<file path="src/rtl/regfile_wb_ctrl.sv">
// Write-back arbiter (ALU/LSU onto the single RF write port) plus RAW/WAW hazard scoreboard.
// Latency: grant -> registered rf write next cycle -> pending clear visible one cycle later.
// Backpressure: loser of arbitration holds its request; issue_ready drops while a source/dest is in flight.
module regfile_wb_ctrl #(
    parameter int ADDRESS_WIDTH = 5,
    parameter int DATA_WIDTH    = 32,
    parameter int MAX_WAIT      = 4
) (
    input  logic                        clk,
    input  logic                        rst,
    input  logic                        issue_valid,
    input  logic [ADDRESS_WIDTH-1:0]    issue_rs1,
    input  logic [ADDRESS_WIDTH-1:0]    issue_rs2,
    input  logic [ADDRESS_WIDTH-1:0]    issue_rd,
    input  logic                        issue_rd_we,
    output logic                        issue_ready,
    input  logic                        alu_valid,
    input  logic [ADDRESS_WIDTH-1:0]    alu_rd,
    input  logic [DATA_WIDTH-1:0]       alu_data,
    output logic                        alu_ready,
    input  logic                        lsu_valid,
    input  logic [ADDRESS_WIDTH-1:0]    lsu_rd,
    input  logic [DATA_WIDTH-1:0]       lsu_data,
    output logic                        lsu_ready,
    output logic                        rf_we,
    output logic [ADDRESS_WIDTH-1:0]    rf_waddr,
    output logic [DATA_WIDTH-1:0]       rf_wdata,
    output logic [2**ADDRESS_WIDTH-1:0] pending
);
    localparam int         NUM_REGS   = 2**ADDRESS_WIDTH;
    localparam logic [3:0] WAIT_LIMIT = 4'(MAX_WAIT);

    typedef struct packed {
        logic [ADDRESS_WIDTH-1:0] rd;
        logic [DATA_WIDTH-1:0]    data;
    } wb_req_t;

    wb_req_t             win_req;
    logic                alu_win;
    logic                lsu_win;
    logic                grant;
    logic                issue_fire;
    logic [3:0]          wait_cnt;
    logic [NUM_REGS-1:0] pend_q;
    logic [NUM_REGS-1:0] pend_nxt;

    // LSU wins by default; ALU is forced through once it has lost MAX_WAIT cycles in a row.
    always_comb begin
        alu_win = alu_valid & (~lsu_valid | (wait_cnt == WAIT_LIMIT));
        lsu_win = lsu_valid & ~alu_win;
        grant   = alu_win | lsu_win;
        win_req = alu_win ? '{rd: alu_rd, data: alu_data} : '{rd: lsu_rd, data: lsu_data};
    end

    assign alu_ready   = alu_win;
    assign lsu_ready   = lsu_win;
    assign issue_ready = ~pend_q[issue_rs1] & ~pend_q[issue_rs2] & ~(issue_rd_we & pend_q[issue_rd]);
    assign issue_fire  = issue_valid & issue_ready;
    assign pending     = pend_q;

    // Set is applied after clear so a same-edge re-issue of the committing register stays pending.
    always_comb begin
        pend_nxt = pend_q;
        if (rf_we) begin
            pend_nxt[rf_waddr] = 1'b0;
        end
        if (issue_fire && issue_rd_we && (issue_rd != '0)) begin
            pend_nxt[issue_rd] = 1'b1;
        end
        pend_nxt[0] = 1'b0;
    end

    always_ff @(posedge clk) begin
        if (rst) begin
            pend_q   <= '0;
            wait_cnt <= '0;
            rf_we    <= 1'b0;
            rf_waddr <= '0;
            rf_wdata <= '0;
        end else begin
            pend_q <= pend_nxt;
            if (!alu_valid || alu_win) begin
                wait_cnt <= '0;
            end else if (wait_cnt != WAIT_LIMIT) begin
                wait_cnt <= wait_cnt + 4'd1;
            end
            rf_we <= grant && (win_req.rd != '0);
            if (grant) begin
                rf_waddr <= win_req.rd;
                rf_wdata <= win_req.data;
            end
        end
    end
endmodule

</file>
<file path="config.mk">
export PLATFORM = sky130hd
export DESIGN_NAME = regfile_wb_ctrl
export DESIGN_NICKNAME = d
export VERILOG_FILES = /design/src/rtl/regfile_wb_ctrl.sv
export SDC_FILE = /design/constraint.sdc
export NUM_CORES = 1
export LEC_CHECK = 0
export CAP_MARGIN = 5
export CELL_PAD_IN_SITES_DETAIL_PLACEMENT = 1
export CELL_PAD_IN_SITES_GLOBAL_PLACEMENT = 1
export CORE_ASPECT_RATIO = 1.5
export CORE_MARGIN = 2
export CORE_UTILIZATION = 35
export CTS_BUF_LIST = sky130_fd_sc_hd__clkbuf_8
export DETAILED_ROUTE_END_ITERATION = 16
export PLACE_DENSITY_LB_ADDON = 0.1
export SYNTH_ARGS = -nofsm -noshare
export SYNTH_HDL_FRONTEND = slang
export SYNTH_SLANG_ARGS = --single-unit
</file>
<file path="constraint.sdc">
create_clock -name clk -period 7.25 [get_ports clk]
set_input_delay 1.45 -clock clk [delete_from_list [all_inputs] [get_ports clk]]
set_output_delay 1.45 -clock clk [all_outputs]
set_load 0.03 [all_outputs]
</file>
==> results by group, run 1 <==
Critical path
  • Crit path cell chain: clkdlybuf4s50_1 -> mux2_2 -> a22oi_1 -> nand4_1 -> mux2_2 -> a21oi_1 -> clkdlybuf4s50_1
  • CP max FO: 21
  • Slowest CP cell: clkdlybuf4s50_1
  • Worst Path Class, Setup: in2out
  • CP arrival: around 4.3 ns
  • RR Startpoint: wait_cnt[0]
  • Buf+Inv Stages, Crit Path: 2
  • CP Launch Point: issue_rd[1]
  • Crit. End Element: output port
  • Peak per-stage delay on the critical path: 1.01 ns
  • Worst path top cell family by delay: buffers and inverters
  • WP data required: 5.80 ns
  • Startpoint types: primary input

Global route
  • Grt ovf: 0
  • Maximum number of pins on one net before global-route repair: 39
  • First-pass GRT wire length: 24900 um
  • Total GRT Usage: 24.3%
  • Vias in the first global route: ~4700
  • Initial antenna violation count: 0

STA
  • Worst Max-Slew Pin Slew: 1.17 ns
  • Hold WS: 0.450 ns
  • Endpoints failing hold: 0
  • # setup viols final: 0
  • Rel. slew slack: 21.6%
  • Clock Skews: 0.0130 ns
  • Final Cycle Share: 79.7%
  • Tmin final: 5.78 ns
  • RSZ-0062 raised after global routing: false
  • Fin worst setup slack: 1.47 ns
  • Pins over their slew limit: 0
  • Setup TNS: 0 ns
  • Maximum clock frequency: around 170 MHz

Synth
  • Cell Area, Synth: 0.00435 mm2
  • Post-synthesis cell count: 497
  • FF+latch count, synth: 73
  • Post-synthesis net count: 594
  • Distinct cell type count after synthesis: 52
  • Seq/Total Area, Yosys: 33.6%
  • Ys Warns: 0
  • Syn Area/Cell: 8.75 um2

Hold path
  • Hold Crit Class: reg2reg
  • Worst Hold Launch: rf_wdata[2]

Routing
  • Final ANT Viol Nets: 0
  • DR top layer: met4
  • Wire per inst: 20.2 um
  • Met3 WL: around 1400 um
  • Drt drc: 0
  • DR vias/cell: 5.72
  • DR pass1 iterations: 4
  • Wl on met1: a little under 6000 um
  • Met2 wire length: 8090 um
  • Vias: 4543
  • Post-Route WL: approximately 16000 um
  • Iteration-0 DRC Markers: around 190

Run
  • Max-cap viol count: 0

Clock network
  • CTS tree: built
  • Cts repair resizes: 0
  • Clk_lat worst skew: approximately 0.36 ns
  • CTS Buf Count: 9
  • CTS Sinks: 73
  • Clock buffer depth: 2
  • CTS HTree Levels: 3
  • Clock Tree Root: clkbuf_8
  • Post-CTS Repair Setup Buffers: 0
  • Cts hold-fix bufs: 0
  • Clk slew on worst S/H paths: about 0.070 ns

Placed design
  • IO Port Bufs: 166
  • Placer Congestion: 0.904
  • Placed cell count: 777
  • Worst slack, placed: 1.46 ns
  • DP HPWL: 12200 um
  • Area of placed instances: 0.00605 mm2

Die
  • I/O pins: 168
  • Cell Rows: 49
  • Die Wd: 95.0 um
  • Die area: 0.0133 mm2
  • Effective utilization at floorplan: 36.0%
  • Chip height: 141 um
  • Area of the core: 0.0121 mm2

Power
  • Leak: 2.20 nW
  • PD cells: 161 mW/mm2
  • Total power: slightly above 1 mW
  • Worst vdd ir: 97.2 uV

Finish
  • Commonest non-fill, non-tap cell in the layout: clkdlybuf4s50_1
  • # fillers: about 1400
  • Nets: 733
  • Core Util, Final: 52.0%
  • # diodes: 0
  • Commonest non-fill, non-tap cells in the layout: 166 x clkdlybuf4s50_1, 73 x dfxtp_1, 67 x o21ai_1, 56 x nand2_1, 55 x mux2i_1
  • Design area: 0.00628 mm2
  • Layout cell share with drive strength beyond 1: 8.27%
  • Area Overhead vs Synth: 44.4%
  • Final Non-Filler Cells: 794

Run status
  • Status: finished clean
logic make-up after synthesis:
logic type | after synthesis | synth area share, %
flip-flops | 73 | 33.6
XOR/XNOR | 1 | 0.201
AND/OR/NAND/NOR | 181 | 24.8
AO/OA/AOI/OAI | 110 | 14.5
adder cells (fa/ha/maj) | 2 | 0.575
multiplexers | 81 | 20.9
buffers and inverters | 48 | 5.29
other | 1 | 0.0862
worst min-delay path, stage by stage (launching register included):
cell     delay (ns)
dfxtp_1        0.31
nand2_1        0.05
o21ai_1        0.05
cells in the mapped netlist (all sizes together):
master   number  share of area (%)
nand2        56                4.8
o211ai        1               0.17
o21ai        84                9.7
and3b         5                1.0
dfxtp        73                 34
nor2          7               0.60
or4           2               0.35
nand4b        1               0.20
inv           4               0.35
a41oi         1               0.37
nand2b        1               0.14
a21oi         3               0.35
and3          2               0.29
conb          1              0.086
mux2i        55                 13
mux2         20                5.2
nand4        34                5.2
a31oi         2               0.29
buf          18                2.7
a22oi         8                1.4
nor4bb        1               0.23
a2111o        1               0.26
a32oi         1               0.20
nor2b        21                3.0
nand3b       22                4.1
o21bai        1               0.17
or3b          1               0.20
or2           2               0.29
xnor2         1               0.20
a21boi        1               0.17
a2111oi       2               0.40
nor3b        11                2.5
a221oi        1               0.20
nand3         6               0.69
mux4          6                3.1
ha            2               0.58
a311o         1               0.23
a211oi        1               0.17
a22o          1               0.20
o311a         1               0.23
clkbuf       26                2.2
nor3          9                1.2
where the power goes:
group / switching, mW / internal (mW) / total [mW]
Sequential: 0.0149 / 0.418 / 0.433
Combinational: 0.125 / 0.111 / 0.235
Clock: 0.158 / 0.187 / 0.345
Total: 0.298 / 0.715 / 1.01
registers in the layout (all words and copies together), names as in the netlist:
register	flops
wait_cnt	4
rf_we	1
pending	31
rf_wdata	32
rf_waddr	5
layout make-up:
type	instances	area (um2)	share of cell area [%]
Multi-Input combinational cell	376	2680	42.7
Timing Repair Buffer	172	1710	27.3
Sequential cell	73	1460	23.3
Tap cell	153	191	3.05
Clock buffer	12	165	2.63
Clock inverter	4	50.0	0.797
Inverter	4	15.0	0.239
layer usage:
metal | vias up | global-route usage (%)
met1 | 2164 | 24.9
met5 | - | 0
met2 | 215 | 42.4
met4 | 0 | 13.1
met3 | 57 | 8.61
li1 | 2107 | -
path summary, 6_finish.rpt:
kind | to | slack (ns) | cells past startpoint
max | issue_ready | 1.47 | 7
min | rf_wdata[2] | 0.45 | 2
max reg2reg | rf_waddr[4] | 4.80 | 7
min reg2reg | rf_wdata[2] | 0.45 | 2
(Power assumes the default switching activity.)
==> inputs of run 2 (changes only) <==
CORE_UTILIZATION = 30   (was 35)
clock period = 5 ns   (was 7.25 ns; I/O delays follow)
==> run 2 against run 1 <==
Net effect: global-route usage down 2.0 points; clock power up 15%; critical endpoint unchanged; worst hold slack worse by 0.0031 ns; largest cell class unchanged; clock-buffer cell count down 3; first-iteration DRC count down 29%; utilization down 7.5 points; critical path depth unchanged; non-clock buffer count up 4; sequential power up 45%; clock skew up 0.0030 ns.
==> results by group, run 2 (synthesized netlist as in run 1, its figures left out) <==
STA
  • # setup viols final: 0 (unchanged)
  • RSZ-0062 raised after global routing: false
  • Tmin final: between 4 and 5 ns
  • Endpoints failing hold: 0 (unchanged)
  • Setup TNS: 0 ns (unchanged)
  • Rel. slew slack: 46.0% (+24 points)
  • Worst Max-Slew Pin Slew: 0.807 ns (-0.360 ns)
  • Final Cycle Share: 88.1%
  • Pins over their slew limit: 0 (unchanged)
  • Maximum clock frequency: about 230 MHz
  • Clock Skews: 0.0160 ns (+0.00302 ns)

Clock network
  • Clock Tree Root: clkbuf_8
  • CTS Buf Count: 9 (unchanged)
  • Clk_lat worst skew: 0.35 ns (about the same)
  • Cts repair resizes: 0 (unchanged)
  • Clock buffer depth: 2 (unchanged)
  • CTS Sinks: 73 (unchanged)
  • Clk slew on worst S/H paths: 0.07 ns (about the same)
  • Post-CTS Repair Setup Buffers: 0 (unchanged)
  • Cts hold-fix bufs: 0 (unchanged)
  • CTS tree: built
  • CTS HTree Levels: 3 (unchanged)

Finish
  • Max reg flops: 32 (unchanged)
  • Area Overhead vs Synth: 44.5%
  • # diodes: 0 (unchanged)
  • Top reg by flops: rf_wdata
  • Commonest non-fill, non-tap cell in the layout: clkdlybuf4s50_1
  • Final Non-Filler Cells: 836 (+5.3%)
  • Commonest non-fill, non-tap cells in the layout: 165 x clkdlybuf4s50_1, 73 x dfxtp_1, 67 x o21ai_1, 56 x nand2_1, 55 x mux2i_1
  • Layout cell share with drive strength beyond 1: 8.39% (+0.12 points)
  • Nets: 737 (+0.55%)

Critical path
  • Crit. End Element: output port
  • Worst Path Class, Setup: in2out
  • CP max FO: 18 (-14%)
  • Startpoint types: primary input
  • WP data required: 4.00 ns (-1.80 ns)
  • CP arrival: 3.40 ns (-0.93 ns)

Die
  • Die Wd: 102 um (+7.7%)
  • Die area: 0.0155 mm2 (+16%)
  • Effective utilization at floorplan: 30.8% (-5.2 points)
  • Chip height: 151 um (+7.8%)
  • Cell Rows: 53 (+8.2%)
  • Area of the core: 0.0141 mm2 (+17%)
  • I/O pins: 168 (unchanged)

Routing
  • Final ANT Viol Nets: 0 (unchanged)
  • Post-Route WL: 16900 um (+5.4%)
  • DR pass1 iterations: 4 (unchanged)
  • Vias: 4465 (-1.7%)
  • Drt drc: 0 (unchanged)
  • Iteration-0 DRC Markers: 132 (-29%)
  • DR vias/cell: 5.34 (-6.7%)
  • Wire per inst: 20.2 um (about the same)

Global route
  • Vias in the first global route: 4766 (+0.68%)
  • Grt ovf: 0 (unchanged)
  • Total GRT Usage: 22.3% (-2.0 points)
  • First-pass GRT wire length: 26300 um (+5.5%)
  • Initial antenna violation count: 0 (unchanged)
  • Maximum number of pins on one net before global-route repair: 40 (+2.6%)

Power
  • Leak: 2.20 nW (+0.32%)
  • PD cells: 218 mW/mm2 (+35%)
  • Total power: 1.37 mW (+35%)
  • Worst vdd ir: 106 uV (+8.6%)

Hold path
  • Hold Crit Class: reg2reg

Placed design
  • IO Port Bufs: 166 (unchanged)
  • Placer Congestion: 0.920 (+1.8%)
  • DP HPWL: 13200 um (+7.9%)
  • Placed cell count: 821 (+5.7%)

Run status
  • Status: finished clean

Run
  • Max-cap viol count: 0 (unchanged)
[run 2: changes by cell type in the layout (fill, tap and decap cells not counted)]
cell	change
clkinvlp_4	-2
buf_4	+6
clkinv_4	+1
inv_1	+3
bufinv_16	-1
buf_8	-1
clkinv_2	+1
clkbuf_8	-3
clkdlybuf4s50_1	-1
[run 2: final timing paths]
kind	from	endpoint	slack, ns	depth (start not counted)
worst max-delay path	issue_rd[1]	issue_ready	0.60	7
worst min-delay path	rf_wdata[18]	rf_wdata[18]	0.45	2
worst max register to register	pending[15]	pending[27]	2.76	6
worst min register to register	rf_wdata[18]	rf_wdata[18]	0.45	2
[run 2: routing by layer]
layer / vias to the layer above / global-route usage, % / share of wire [%]
met1: 2122 / 23.5 / 38
met4: 0 / 10.1 / 3.4
met2: 194 / 40.4 / 51
li1: 2115 / - / -
met3: 34 / 6.51 / 7.9
met5: - / 0 / 0
[run 2: layout make-up]
| class | instances | area, um2 |
|---|---|---|
| fillers | 1680 | 7840 |
| well taps | 192 | 240 |
| clock buffers | 9 | 124 |
| repair buffers | 176 | 1730 |
| multi-input cells | 376 | 2680 |
| flip-flops and latches | 73 | 1460 |
| inverters | 4 | 15.0 |
| clock inverters | 6 | 30.0 |
[run 2: worst max-delay path, stage by stage]
cell	delay [ns]
clkdlybuf4s50_1	1.00
mux2_2	0.41
a22oi_1	0.20
nand4_1	0.12
mux2_2	0.31
a21oi_1	0.18
buf_4	0.19
[run 2: power by group]
group          internal, mW  switching (mW)
clock network         0.171           0.226
logic                 0.161           0.182
registers             0.606          0.0220
total                 0.939           0.430
[run 2: metrics by stage]
stage | instance area [um2] | util, % | setup WS (ns) | hold WS (ns)
final | 6280 | 44.5 | 0.597 | 0.447
after floorplan | 4350 | - | 1.09 | 0.430
after detailed placement | 6130 | 43.4 | 0.623 | 0.442
after global routing | 6280 | 44.5 | 0.461 | 0.470
after global placement | 6130 | 43.4 | 0.660 | 0.436
after CTS | 6280 | 44.5 | 0.626 | 0.452
